File: config.mk
export PLATFORM = sky130hd
export DESIGN_NAME = seg_scan_disp
export DESIGN_NICKNAME = d
export VERILOG_FILES = /design/src/rtl/seg_pkg.sv /design/src/rtl/seg_hex_decode.sv /design/src/rtl/seg_scan_disp.sv
export SDC_FILE = /design/constraint.sdc
export NUM_CORES = 1
export LEC_CHECK = 0
export CAP_MARGIN = 25
export CORE_MARGIN = 3
export CORE_UTILIZATION = 45
export DETAILED_ROUTE_END_ITERATION = 10
export DONT_BUFFER_PORTS = 1
export GPL_ROUTABILITY_DRIVEN = 0
export GPL_TIMING_DRIVEN = 0
export PLACE_DENSITY = 0.64
export SYNTH_ARGS = -nofsm -noshare
export SYNTH_HDL_FRONTEND = slang
export SYNTH_HIERARCHICAL = 1
export SYNTH_SLANG_ARGS = --single-unit
export TNS_END_PERCENT = 50
File: constraint.sdc
create_clock -name clk -period 3.1 [get_ports clk]
set_input_delay 0.62 -clock clk [delete_from_list [all_inputs] [get_ports clk]]
set_output_delay 0.62 -clock clk [all_outputs]
set_load 0.005 [all_outputs]
File: src/rtl/seg_pkg.sv
// Shared constants for the seven-segment scan driver: segment width,
// blank pattern, hex glyph table and a one-hot helper.
package seg_pkg;

   localparam int SEG_W = 7;

   // Active-high pattern with every segment dark
   localparam logic [SEG_W-1:0] SEG_BLANK = 7'b0000000;

   // Active-high glyphs, bit order {g,f,e,d,c,b,a}; element [n] is the glyph for hex digit n
   localparam logic [15:0][SEG_W-1:0] GLYPH = {
      7'b1110001,   // F
      7'b1111001,   // E
      7'b1011110,   // d
      7'b0111001,   // C
      7'b1111100,   // b
      7'b1110111,   // A
      7'b1101111,   // 9
      7'b1111111,   // 8
      7'b0000111,   // 7
      7'b1111101,   // 6
      7'b1101101,   // 5
      7'b1100110,   // 4
      7'b1001111,   // 3
      7'b1011011,   // 2
      7'b0000110,   // 1
      7'b0111111    // 0
   };

   // One-hot of a digit index, wide enough for the largest supported display
   function automatic logic [7:0] onehot(input logic [2:0] idx);
      return 8'd1 << idx;
   endfunction

endpackage

File: src/rtl/seg_hex_decode.sv
// Combinational hex nibble to active-high seven-segment glyph.
module seg_hex_decode
   import seg_pkg::*;
(
   input  logic [3:0]       nib_i,
   output logic [SEG_W-1:0] seg_o
);

   // Table lookup; every nibble value has a glyph
   always_comb begin
      seg_o = GLYPH[nib_i];
   end

endmodule

File: src/rtl/seg_scan_disp.sv
// Multiplexed seven-segment driver: synchronises the counter value, keeps a
// history of the last NUM_DIGITS distinct values and scans it across the digits.
module seg_scan_disp
   import seg_pkg::*;
#(
   parameter int NUM_DIGITS = 4,
   parameter int SCAN_DIV   = 1000,
   parameter bit ACTIVE_LOW = 1'b1
) (
   input  logic                  clk,
   input  logic                  rst,
   input  logic [3:0]            din,
   input  logic                  din_en,
   input  logic                  clr,
   output logic [SEG_W-1:0]      seg,
   output logic                  dp,
   output logic [NUM_DIGITS-1:0] dig_sel
);

   localparam int PW = $clog2(SCAN_DIV);
   localparam int IW = (NUM_DIGITS > 1) ? $clog2(NUM_DIGITS) : 1;

   localparam logic [7:0]            OH0_FULL  = onehot(3'd0);
   localparam logic [NUM_DIGITS-1:0] OH0       = OH0_FULL[NUM_DIGITS-1:0];
   localparam logic [SEG_W-1:0]      SEG_RST   = ACTIVE_LOW ? ~SEG_BLANK : SEG_BLANK;
   localparam logic                  DP_RST    = ACTIVE_LOW;
   localparam logic [NUM_DIGITS-1:0] DIG_RST   = ACTIVE_LOW ? ~OH0 : OH0;

   logic [3:0]            din_s1_q, din_s2_q, din_prev_q;
   logic [3:0]            hist_q [NUM_DIGITS];
   logic [3:0]            hist_d [NUM_DIGITS];
   logic [NUM_DIGITS-1:0] vld_q, vld_d;
   logic [PW-1:0]         presc_q, presc_d;
   logic [IW-1:0]         idx_q, idx_d;
   logic [SEG_W-1:0]      seg_q, seg_d;
   logic                  dp_q, dp_d;
   logic [NUM_DIGITS-1:0] dig_sel_q, dig_sel_d;

   logic                  push;
   logic [SEG_W-1:0]      glyph;
   logic [7:0]            oh_full;

   // Two-flop synchroniser plus previous-value register for change detection
   always_ff @(posedge clk or posedge rst) begin
      if (rst) begin
         din_s1_q   <= '0;
         din_s2_q   <= '0;
         din_prev_q <= '0;
      end else begin
         din_s1_q   <= din;
         din_s2_q   <= din_s1_q;
         din_prev_q <= din_s2_q;
      end
   end

   // History shift: clear wins over a push in the same cycle
   always_comb begin
      push = din_en && (din_s2_q != din_prev_q);
      for (int i = 0; i < NUM_DIGITS; i++) begin
         hist_d[i] = hist_q[i];
         vld_d[i]  = vld_q[i];
      end
      if (clr) begin
         for (int i = 0; i < NUM_DIGITS; i++) begin
            hist_d[i] = '0;
            vld_d[i]  = 1'b0;
         end
      end else if (push) begin
         hist_d[0] = din_s2_q;
         vld_d[0]  = 1'b1;
         for (int i = 1; i < NUM_DIGITS; i++) begin
            hist_d[i] = hist_q[i-1];
            vld_d[i]  = vld_q[i-1];
         end
      end
   end

   // History storage
   always_ff @(posedge clk or posedge rst) begin
      if (rst) begin
         for (int i = 0; i < NUM_DIGITS; i++) begin
            hist_q[i] <= '0;
         end
         vld_q <= '0;
      end else begin
         for (int i = 0; i < NUM_DIGITS; i++) begin
            hist_q[i] <= hist_d[i];
         end
         vld_q <= vld_d;
      end
   end

   // Scan sequencing: the prescaler wrap advances the digit index; never stalls
   always_comb begin
      presc_d = presc_q + 1'b1;
      idx_d   = idx_q;
      if (presc_q == PW'(SCAN_DIV - 1)) begin
         presc_d = '0;
         idx_d   = (idx_q == IW'(NUM_DIGITS - 1)) ? '0 : idx_q + 1'b1;
      end
   end

   seg_hex_decode u_dec (
      .nib_i (hist_q[idx_d]),
      .seg_o (glyph)
   );

   // Output pattern for the slot selected next; seg and dig_sel share one edge
   always_comb begin
      oh_full   = onehot(3'(idx_d));
      seg_d     = vld_q[idx_d] ? glyph : SEG_BLANK;
      dp_d      = (idx_d == '0) && vld_q[0];
      dig_sel_d = oh_full[NUM_DIGITS-1:0];
      if (ACTIVE_LOW) begin
         seg_d     = ~seg_d;
         dp_d      = ~dp_d;
         dig_sel_d = ~dig_sel_d;
      end
   end

   // Scan state and registered pin drivers
   always_ff @(posedge clk or posedge rst) begin
      if (rst) begin
         presc_q   <= '0;
         idx_q     <= '0;
         seg_q     <= SEG_RST;
         dp_q      <= DP_RST;
         dig_sel_q <= DIG_RST;
      end else begin
         presc_q   <= presc_d;
         idx_q     <= idx_d;
         seg_q     <= seg_d;
         dp_q      <= dp_d;
         dig_sel_q <= dig_sel_d;
      end
   end

   assign seg     = seg_q;
   assign dp      = dp_q;
   assign dig_sel = dig_sel_q;

endmodule

Yosys cells after proc, flatten, opt, wreduce, memory -nomap -nowiden
Memories as Yosys holds them, arrays and structs flattened.
Index checks and enable logic that the tools add are counted.
Widths: inputs -> output; s select.

storage, ports and cells
  memory bits (read-only) = 112
  input port bits = 8
  register bits after elaboration = 56
  memories kept = 1
  logic and storage cells = 45

memory list
  name              words  width  rd ports  clocked after memory_dff  write ports  RTL line              source
  (name not given)  16     7      1         0                         0            seg_hex_decode.sv:11  seg_o = GLYPH[nib_i];

operators by class
  $add $sub $neg = 2
  shift operators = 1
  reductions and logical operators = 4
  eq/ne operators = 3
  order comparisons = 3
  bitwise logic cells = 4
  multiplexer cells = 14

operators with widths
  operator               count
  $mux 16                2
  $mux 4                 4
  $mux 7                 2
  $add 10x1->10 const B  1
  $eq 10x10->1 const B   1
  $mux 10                1
  $bmux 4 s2             1
  $not 7->7              1
  $lt 4x5->1 const B     1
  $mux 2                 2
  $ne 4x4->1             1
  $not 4->4              1
  $shl 1x2->4 const A    1
  $ge 3x3->1 const B     1
  $lt 2x3->1 const B     1
  $not 2->3              1
  $add 2x1->2 const B    1
  $bmux 1 s2             1
  $eq 2x2->1 const B     1
  $logic_and 1x1->1      2
  $logic_not 2->1        1
  $reduce_bool 2->1      1
  $mux 1                 1
  $not 1->1              1

Depth between registers and ports, before layout
Gate-level depths: netlist (run 1).

  depth after elaboration = 11
  depth in mapped cells = 12
  mapped depth without buffers = 11

Hierarchy
Netlist (run 1), hierarchy kept.

modules (own cells, without submodules)
  module          area an instance (um^2)  cells an instance  seq. area each (um^2)  instances
  seg_scan_disp   2777.7                   264                1415.1                 1
  seg_hex_decode  282.8                    33                 0.0                    1

Worst setup path before layout (run 1)
OpenSTA, ideal clock, no wires.

  kind = reg-to-reg
  start = register presc_q[0]
  end = register seg_q[3] (netlist: seg[3])
  path slack = 89 ps
  period minus slack after synthesis = 3011 ps
  library setup time = 82 ps
  required time = 3018 ps
  cell stages (with the launch flop) = 12
  data arrival time = 2929 ps
  cell sequence = dfrtp_1 > ha_1 > nand4b_2 > o31ai_4 > and2_1 > buf_4 > mux2i_1 > inv_1 > ha_1 > mux4_2 > a21boi_0 > a22oi_1

on the way
  longest elaborated chain between the ends = 10

ends and longest elaborated chain
  what                                       RTL line              source
  start: declaration                         seg_scan_disp.sv:33   logic [PW-1:0] presc_q, presc_d;
  start signal: assignment                   seg_scan_disp.sv:130  presc_q <= presc_d;
  $eq 10x10->1                               seg_scan_disp.sv:97   if (presc_q == PW'(SCAN_DIV - 1)) begin
  $mux 2                                     seg_scan_disp.sv:97
  $not 2->3 (not written as such)            seg_scan_disp.sv:104  .nib_i (hist_q[idx_d]),
  $bmux 4 s2                                 seg_scan_disp.sv:104
  $mux 4 (not written as such) (2 in a row)  seg_scan_disp.sv:104
  $mem_v2 16x7                               -
  $mux 7 (not written as such)               seg_hex_decode.sv:11
  via glyph[3]                               seg_scan_disp.sv:40   logic [SEG_W-1:0] glyph;
  $mux 7                                     seg_scan_disp.sv:111  seg_d = vld_q[idx_d] ? glyph : SEG_BLANK;
  $not 7->7                                  seg_scan_disp.sv:115  seg_d = ~seg_d;
  via seg_d[3]                               seg_scan_disp.sv:35   logic [SEG_W-1:0] seg_q, seg_d;
  end signal: assignment                     seg_scan_disp.sv:132  seg_q <= seg_d;
  end: declaration                           seg_scan_disp.sv:35

The timed path passes the listed nets, and every way through them passes these cells. The select of a mux whose other input is x is not followed.
A chain may end at the register's enable or synchronous reset.

Worst setup path after layout (run 1)
Same ends and word-level chain as after synthesis.

==> results of run 1 <==
==> stage by stage <==
step	instances	TNS, ps
floorplan	297	0
global placement	374	-1208
detailed placement	375	-1446
CTS	388	0
global route	392	-29.19
finish	392	0
==> power groups by stage <==
stage	registers [mW]	logic (mW)	clock network, mW
floorplan	0.790	0.113	0
global placement	0.795	0.135	0
detailed placement	0.796	0.141	0
CTS	0.783	0.146	0.445
global route	0.787	0.166	0.474
finish	0.782	0.148	0.429
==> layout make-up <==
type                       count  share of cell area
buffer                        21             0.03787
clock buffer                   5             0.01983
sequential                    56              0.4086
inverter                      11             0.01262
timing repair buffer          10             0.02524
clock inverter                 3            0.009737
multi-input combinational    209              0.4583
tap                           77             0.02777
==> worst reg2reg max path, delay by kind of cell, from the launching register on <==
kind            cells  cell delay [ps]
compound gates      3              550
mux                 2              740
flops               1              410
buf+inv             2              310
simple gates        2              340
fa+ha+maj           2              500
==> Yosys cell counts, types with 2 or more instances <==
cell	number
xnor2_1	4
dfstp_2	11
mux2_2	3
buf_4	7
mux2i_1	26
nand3_1	4
nand4_1	2
nand2b_1	11
a21o_1	2
inv_1	8
nor2_1	30
nor2b_1	12
inv_2	2
and4_1	2
ha_1	9
nor3_1	2
dfrtp_1	45
a32oi_1	11
xor2_1	6
clkbuf_1	8
nor4_1	11
a211oi_1	8
and3_1	7
a22oi_1	9
buf_2	5
a21oi_1	2
nand2_1	27
a21boi_0	7
==> worst min path at each step <==
| stage | end | slack, ps | depth (start not counted) |
|---|---|---|---|
| after floorplan | din_s2_q[0] | 330 | 0 |
| after global placement | din_s2_q[2] | 330 | 0 |
| after detailed placement | din_s2_q[2] | 330 | 0 |
| after CTS | presc_q[7] | 110 | 1 |
| after global routing | presc_q[7] | 110 | 1 |
| final | presc_q[7] | 110 | 1 |
==> state kept, by name, indices dropped and copies added (netlist names) <==
signal and count:
presc_q 10, hist_q 16, din_s1_q 4, din_prev_q 4, dig_sel 4, dp 1
din_s2_q 4, vld_q 4, idx_q 2, seg 7
==> placed cells by master (no fill, tap or decap), types with 6 or more instances in the layout <==
master / instances
a32oi_1: 10
and3_1: 7
a21boi_0: 7
buf_4: 16
ha_1: 7
mux2i_1: 24
nor4_1: 6
a22oi_1: 9
nand2b_1: 11
nand2_1: 27
dfrtp_1: 43
nor2_1: 30
xor2_1: 6
inv_1: 6
nor2b_1: 12
dfstp_2: 11
==> repair_timing <==
item	in CTS	in global routing
endpoints found under the setup margin	7	6
gates resized for setup	9	21
pin swaps	3	1
setup buffers	5	4
==> layer usage <==
metal | up-vias | GRT usage | part of all wire
met1 | 1067 | 0.2357 | 0.46
met5 | - | 0 | 0
met4 | 0 | 0.05357 | 0.015
met3 | 11 | 0.03352 | 0.034
li1 | 1085 | - | -
met2 | 40 | 0.2848 | 0.49
==> cells by family after synthesis <==
group                      after synthesis
and+or+nand+nor                        113
DFF                                     56
muxes                                   30
adders and majority gates                9
xor gates and xnor gates                10
buffers and inverters                   32
AOI/OAI and AO/OA                       47
==> results.py, run 1 <==
metrics = {
    "critical_path": {
        "r2r_start": "presc_q[0]",
        "r2r-end": "seg[3]",
        "cp.depth": 11,
        "crit_arrival_ps": 3160,
        "startpoint": "presc_q[0]",
        "crit_chain": "ha_4 -> nand4b_4 -> o31ai_4 -> and2_1 -> buf_6 -> mux2i_4 -> inv_1 -> ha_1 -> mux4_2 -> a21boi_0 -> a22oi_1",
        "r2r_slack_ps": 180,
        "crit_path_top_delay_cell": "mux4_2",
        "cp-start-kind": "register",
        "path_delay_family": "multiplexers",
        "worstPathRequired_ps": 3340,
        "crit_path_end": "seg[3]",
        "r2r_cells": 11,
        "crit_path_end_kind": "register",
        "slowest_delay_ps": 460,
        "crit_buf_inv": 2,
        "worst-path-max-fanout": 8,
        "crit_type": "register to register",
    },
    "synth": {
        "synth_cell_types": 44,
        "synth_compound_area_frac": 0.1243,
        "synthXorXnorAreaFrac": 0.02862,
        "synth_top_family_by_area": "simple AND/OR/NAND/NOR gates",
        "synthCells": 297,
        "mappedNetlistArea_mm2": 0.003060,
        "netlist.top_cell.by_area": "dfrtp_1",
        "ys_seq_area_frac": 0.4624,
        "yosys.area_share.simple": 0.1913,
        "synthTopCellsByArea": "dfrtp_1 37%, dfstp_2 9.4%, mux2i_1 8.5%",
        "synth_edf_count": 0,
        "ys_seq_elements": 56,
        "yosysTopAreaCellShare": 0.3679,
        "synth.area.mux_share": 0.1034,
        "syn_nets": 314,
        "ys.warnings.count": 6,
        "synth_area_per_cell_um2": 10.30,
        "synth_fa_ha_area_frac": 0.03679,
        "async_reset_ff_frac": 1.000,
        "synthFlopType": "dfrtp_1",
    },
    "hold_path": {
        "min_path_type": "input pin to asynchronous set/reset pin",
    },
    "detailed_routing": {
        "finalWirelength_um": 6420,
        "drt-pass1-iter-count": 5,
        "drtIter0Drc": 100,
        "avgRoutedWirePerCell_um": 16.38,
        "drtAntennaViolNets": 0,
        "vias": 2203,
        "drc_errors": 0,
        "vias_per_cell": 5.620,
    },
    "power": {
        "power_switching_mw": 0.3576,
        "leakagePower_nw": 1.525,
        "p_per_area_mw_per_mm2": 391.6,
        "power.total_mw": 1.359,
        "irDropWorstVdd_uv": 233.1,
        "p_int_mw": 1.001,
        "clock_power_share": 0.316,
        "power.share.sequential": 0.575,
        "pwr-share-comb": 0.109,
        "switching_share": 0.2632,
    },
    "clock_network": {
        "cts_max_path_buffers": 2,
        "tritoncts": "yes",
        "holdBufCountCts": 0,
        "clk_pin_slew_ps": 100,
        "cts_sinks": 56,
        "cts_max_level": 2,
        "numCtsBuffers": 5,
        "cts_root_buf": "clkbuf_8",
        "clk-insertion-delay-late_ps": 320,
    },
    "timing": {
        "post-route-period-util": 0.9407,
        "finalSetupViolCount": 0,
        "clock_skew_ps": 5.448,
        "max-slew-margin-rel": 0.6656,
        "setup_ws_ps": 183.9,
        "hold_viol": 0,
        "fmax_ghz": 0.3429,
        "timing.hold.ws_ps": 110.6,
        "finalCriticalPeriod_ps": 2916,
        "maxSlewViolCount": 0,
        "tightest_slew_ps": 501.5,
    },
    "global_route": {
        "grt-ovfl-total": 0,
        "antenna_found_initial": 0,
        "track_usage": 0.1745,
        "grt_pass1_wl_um": 10560,
        "grt_max_degree": 45,
        "grt_pass1_vias": 2137,
    },
    "die": {
        "die_w_um": 88.47,
        "io_pins": 20,
        "die_area_mm2": 0.007826,
        "rows": 29,
        "core-area_mm2": 0.006459,
        "die_h_um": 88.47,
        "start_util": 0.4738,
    },
    "run": {
        "drv_cap": 0,
    },
    "placement": {
        "dp.final_hpwl_um": 4322,
        "io_buffers": 0,
        "pre_cts_ws_ps": -346.2,
        "placed_area_mm2": 0.003177,
    },
    "finish": {
        "final_util": 0.5372,
        "fillCellCount": 573,
        "area_delta_synth_final_pct": 13.37,
        "design_area_mm2": 0.003470,
        "nets": 331,
        "layout-drive-gt1-share": 0.2349,
        "multi_input_comb_area_mm2": 0.001590,
        "ff_latch_area_mm2": 0.001418,
        "diodes": 0,
    },
    "outcome": {
        "outcome": "complete, no violations",
    },
}
(Power assumes the default switching activity.)
==> inputs of run 2 (changes only) <==
Settings changed: CORE_ASPECT_RATIO set to 0.75.
==> run 2 against run 1 <==
Effect of this change:
- via count up 4.8%
- global-route usage grew 0.43 points
- flip-flop and latch count unchanged
- sequential share of layout area is 0.19 points higher
- clock skew increased by 5.4 ps
- maximum frequency fell by 3.5%
- cell count increased by 0.26%
- non-clock buffer count decreased by 3
- largest cell class unchanged
- highest routed layer unchanged
==> results.py, run 2 (synthesis results as in run 1) <==
metrics = {
    "outcome": {
        "outcome": "complete, no violations",
    },
    "timing": {
        "max-slew-margin-rel": 0.6562,
        "hold_viol": 0,
        "maxSlewViolCount": 0,
        "finalSetupViolCount": 0,
        "finalCriticalPeriod_ps": 3021,
        "fmax_ghz": 0.3311,
        "tightest_slew_ps": 515.6,
        "rsz0062_at_grt": "yes",
        "fin_setup_tns_ps": 0,
        "clock_skew_ps": 10.81,
        "post-route-period-util": 0.9744,
    },
    "finish": {
        "final_util": 0.5350,
        "area_delta_synth_final_pct": 12.63,
        "largest-register": "hist_q",
        "final_cell_mix": "45 x dfrtp_1, 30 x nor2_1, 27 x nand2_1",
        "largest_register_ffs": 16,
        "layout-drive-gt1-share": 0.2083,
        "nets": 328,
        "fillCellCount": 576,
        "final_common_cell": "dfrtp_1",
        "instances_no_fill": 393,
        "diodes": 0,
    },
    "placement": {
        "dp.final_hpwl_um": 4582,
        "io_buffers": 0,
        "dp_cells": 379,
    },
    "die": {
        "io_pins": 20,
        "rows": 25,
        "die_area_mm2": 0.007837,
        "start_util": 0.4750,
        "die_h_um": 77.42,
        "core-area_mm2": 0.006444,
        "die_w_um": 101.2,
    },
    "detailed_routing": {
        "drtIter0Drc": 167,
        "vias": 2309,
        "finalWirelength_um": 6856,
        "drt-pass1-iter-count": 4,
        "avgRoutedWirePerCell_um": 17.45,
        "vias_per_cell": 5.875,
        "drtAntennaViolNets": 0,
        "drc_errors": 0,
    },
    "critical_path": {
        "worstPathRequired_ps": 3330,
        "crit_type": "register to register",
        "r2r_slack_ps": 80,
        "cp-start-kind": "register",
        "crit_path_end_kind": "register",
        "crit_arrival_ps": 3250,
        "worst-path-max-fanout": 8,
    },
    "global_route": {
        "grt_pass1_wl_um": 11180,
        "track_usage": 0.1788,
        "grt_max_degree": 43,
        "grt_pass1_vias": 2202,
        "grt-ovfl-total": 0,
        "antenna_found_initial": 0,
    },
    "clock_network": {
        "cts_max_path_buffers": 2,
        "numCtsBuffers": 5,
        "clk_pin_slew_ps": 100,
        "cts_root_buf": "clkbuf_8",
        "tritoncts": "yes",
        "cts_max_level": 2,
        "cts_sinks": 56,
        "clk-insertion-delay-late_ps": 310,
        "holdBufCountCts": 0,
    },
    "power": {
        "irDropWorstVdd_uv": 237.1,
        "leakagePower_nw": 1.522,
        "p_per_area_mw_per_mm2": 421.5,
        "power.total_mw": 1.453,
    },
    "hold_path": {
        "min_path_type": "input pin to asynchronous set/reset pin",
    },
    "run": {
        "drv_cap": 0,
    },
}
-- run 2: cell count changes in the layout (fill, tap and decap cells not counted), sizes merged --
cell,previous run,this run
buf,23,20
bufinv,0,1
clkbuf,13,15
clkinv,2,0
inv,12,11
-- run 2: metal layers --
layer,GRT usage,wire [um],vias up
met5,0,0,-
met4,0.04515,91,0
met3,0.04133,402,13
met2,0.2572,3063,71
met1,0.2697,3299,1142
li1,-,-,1083
-- run 2: final timing paths --
| check | cells past startpoint | from | to |
|---|---|---|---|
| max in group asynchronous | 2 | rst | dig_sel[2] |
| worst min register to register | 0 | din_s1_q[1] | din_s2_q[1] |
| min in group clk | 0 | din[0] | din_s1_q[0] |
| worst max-delay path | 11 | presc_q[1] | seg[3] |
| worst max register to register | 11 | presc_q[1] | seg[3] |
| worst min-delay path | 1 | rst | presc_q[8] |
-- run 2: cell type report --
cell class              instances  area, um^2  area share
multi-input cells             209        1564      0.4537
flip-flops and latches         56        1415      0.4105
plain buffers                  21       131.4     0.03811
well taps                      81       101.3     0.02940
clock buffers                   7       96.34     0.02795
repair buffers                  7       65.06     0.01887
inverters                      11       43.79     0.01270
clock inverters                 1       30.03    0.008711
-- run 2: timing repair --
item,in CTS,in global routing
gates resized for setup,10,14
buffers inserted,4,2
pin swaps,4,1
setup endpoints to repair,7,5
-- run 2: worst max-delay path: stages (launching register included) --
cell and delay [ps]:
dfrtp_1 420, ha_4 200, nand4b_4 170, o31ai_4 240, and2_1 180, buf_6 180
mux2i_4 310, inv_2 100, ha_1 290, mux4_2 480, a21boi_0 140, a22oi_1 210
-- run 2: where the power goes --
group          leakage, nW  total, mW  internal (mW)  switching [mW]
Clock               0.0645      0.520          0.285           0.235
Sequential           0.697      0.782          0.763          0.0184
Combinational        0.761      0.151         0.0663          0.0843
-- run 2: per-stage QoR --
stage          setup WS (ps)  hold WS, ps  instance area [um^2]
5_1_grt               -73.08        149.8                  3447
3_5_place_dp          -419.0        335.6                  3182
6_report               79.42        145.2                  3447
3_3_place_gp          -322.0        332.1                  3162
4_1_cts                11.44        153.9                  3390
2_1_floorplan          88.59        331.2                  3060
==> inputs of run 3 (changes only) <==
Settings changed: SETUP_SLACK_MARGIN set to 0.2.
==> run 3 against run 2 <==
Effect of this change:
- cell area increased by 5.8%
- sequential share of layout area down 2.2 points
- clock-buffer cell count fell by 2
- total power down 5.9%
- first-iteration DRC count up 11%
- combinational power is 9% higher
- critical path depth did not move
- clock power is 19% lower
- utilization rose by 3.1 points
- non-clock buffer count rose by 13
- register-to-register slack improved by 190 ps
- critical path type unchanged
- critical endpoint unchanged
- largest power group unchanged
==> results.py, run 3 (synthesis results as in run 1) <==
metrics = {
    "finish": {
        "design_area_mm2": 0.003647,
        "final_cell_mix": "43 x dfrtp_1, 30 x nor2_1, 27 x nand2_1",
        "layout-drive-gt1-share": 0.2769,
        "largest-register": "hist_q",
        "area_delta_synth_final_pct": 19.17,
        "final_common_cell": "dfrtp_1",
        "nets": 341,
        "diodes": 0,
        "largest_register_ffs": 16,
    },
    "placement": {
        "io_buffers": 0,
        "pre_cts_ws_ps": -159.0,
        "dp.final_hpwl_um": 4613,
        "placed_area_mm2": 0.003209,
    },
    "timing": {
        "finalSetupViolCount": 0,
        "finalCriticalPeriod_ps": 2827,
        "timing.hold.ws_ps": 180.5,
        "post-route-period-util": 0.9121,
        "clock_skew_ps": 6.415,
        "maxSlewViolCount": 0,
        "setup_ws_ps": 272.5,
        "tightest_slew_ps": 477.6,
        "rsz0062_at_grt": "yes",
        "fmax_ghz": 0.3537,
        "max-slew-margin-rel": 0.6725,
        "hold_viol": 0,
    },
    "die": {
        "core-area_mm2": 0.006444,
        "rows": 25,
        "die_h_um": 77.42,
        "io_pins": 20,
        "die_area_mm2": 0.007837,
        "start_util": 0.4750,
        "die_w_um": 101.2,
    },
    "detailed_routing": {
        "avgRoutedWirePerCell_um": 17.40,
        "vias_per_cell": 5.837,
        "drt-met1-wl_um": 3484,
        "dr_wl_met3_um": 438,
        "vias": 2370,
        "met2_length_um": 3092,
        "drtIter0Drc": 186,
        "drc_errors": 0,
        "drt-pass1-iter-count": 4,
        "drtAntennaViolNets": 0,
        "routed.top_layer": "met4",
        "finalWirelength_um": 7064,
    },
    "power": {
        "power.total_mw": 1.367,
        "p_int_mw": 1.007,
        "switching_share": 0.2637,
        "irDropWorstVdd_uv": 208.7,
        "p_per_area_mw_per_mm2": 374.9,
        "power_switching_mw": 0.3605,
        "clock_power_share": 0.307,
        "power.share.sequential": 0.573,
        "leakagePower_nw": 1.579,
        "pwr-share-comb": 0.121,
    },
    "clock_network": {
        "cts_root_buf": "clkbuf_8",
        "cts_max_level": 2,
        "numCtsBuffers": 5,
        "tritoncts": "yes",
        "cts_max_path_buffers": 2,
        "clk-insertion-delay-late_ps": 310,
        "clk_pin_slew_ps": 100,
        "cts_sinks": 56,
    },
    "global_route": {
        "grt_max_degree": 38,
        "antenna_found_initial": 0,
        "grt_pass1_wl_um": 11930,
        "grt-ovfl-total": 0,
        "track_usage": 0.1884,
        "grt_pass1_vias": 2401,
    },
    "critical_path": {
        "path_delay_family": "compound AO/OA/AOI/OAI gates",
        "crit_type": "register to register",
        "r2r_start": "idx_q[0]",
        "startpoint": "idx_q[0]",
        "crit_buf_inv": 2,
        "worst-path-max-fanout": 10,
        "crit_path_top_delay_cell": "dfrtp_2",
        "slowest_delay_ps": 460,
        "cp-start-kind": "register",
        "crit_chain": "ha_1 -> buf_4 -> nand2_1 -> nor4_4 -> a211oi_2 -> mux2i_4 -> inv_2 -> ha_4 -> mux4_2 -> a21boi_0 -> a22oi_1",
        "crit_arrival_ps": 3070,
        "r2r_slack_ps": 270,
        "worstPathRequired_ps": 3340,
        "crit_path_end_kind": "register",
    },
    "outcome": {
        "outcome": "complete, no violations",
    },
    "hold_path": {
        "min_path_type": "input pin to asynchronous set/reset pin",
    },
    "run": {
        "drv_cap": 0,
    },
}
## run 3: cell types whose count changed in the layout (fill, tap and decap cells not counted), moves of 3 or more
| cell | change |
|---|---|
| buf_4 | +8 |
| ha_4 | +3 |
| buf_6 | +6 |
| nor4_4 | +3 |
| ha_1 | -3 |
## run 3: area by class of cell
cell class,instances,area (um^2)
plain buffers,21,158.9
well taps,81,101.3
fillers,538,2796
repair buffers,20,170.2
inverters,11,43.79
clock inverters,3,27.53
flip-flops and latches,56,1418
clock buffers,5,68.82
multi-input cells,209,1659
## run 3: final timing paths
path	end	depth (start not counted)
min in group clk	din_s1_q[1]	0
worst max register to register	seg[3]	11
worst max-delay path	seg[3]	11
max in group asynchronous	presc_q[5]	2
worst min-delay path	idx_q[1]	1
worst min register to register	din_s2_q[2]	0
## run 3: through the flow
stage / setup TNS, ps / instances / utilization
6_report: 0 / 406 / 0.5660
5_1_grt: 0 / 406 / 0.5660
4_1_cts: 0 / 395 / 0.5344
3_5_place_dp: -313.1 / 379 / 0.4981
3_3_place_gp: -267.3 / 378 / 0.4950
2_1_floorplan: 0 / 297 / -
## run 3: repair_timing
item	4_1_cts	5_1_grt
endpoints found under the setup margin	7	7
endpoints found under the hold margin	0	0
hold buffers	0	0
resized for setup	18	32
pin swaps	3	7
buffers inserted	8	11
## run 3: layer usage
metal  vias to the layer above  track usage
li1                       1112            -
met1                      1165       0.2922
met2                        88       0.2768
met3                         5      0.03235
met4                         0      0.03586
met5                         -            0
## run 3: power groups by stage
stage / clock network, mW / logic, mW / registers [mW]
finish: 0.419 / 0.165 / 0.783
global route: 0.461 / 0.183 / 0.786
CTS: 0.436 / 0.151 / 0.783
detailed placement: 0 / 0.144 / 0.797
global placement: 0 / 0.138 / 0.796
floorplan: 0 / 0.116 / 0.790
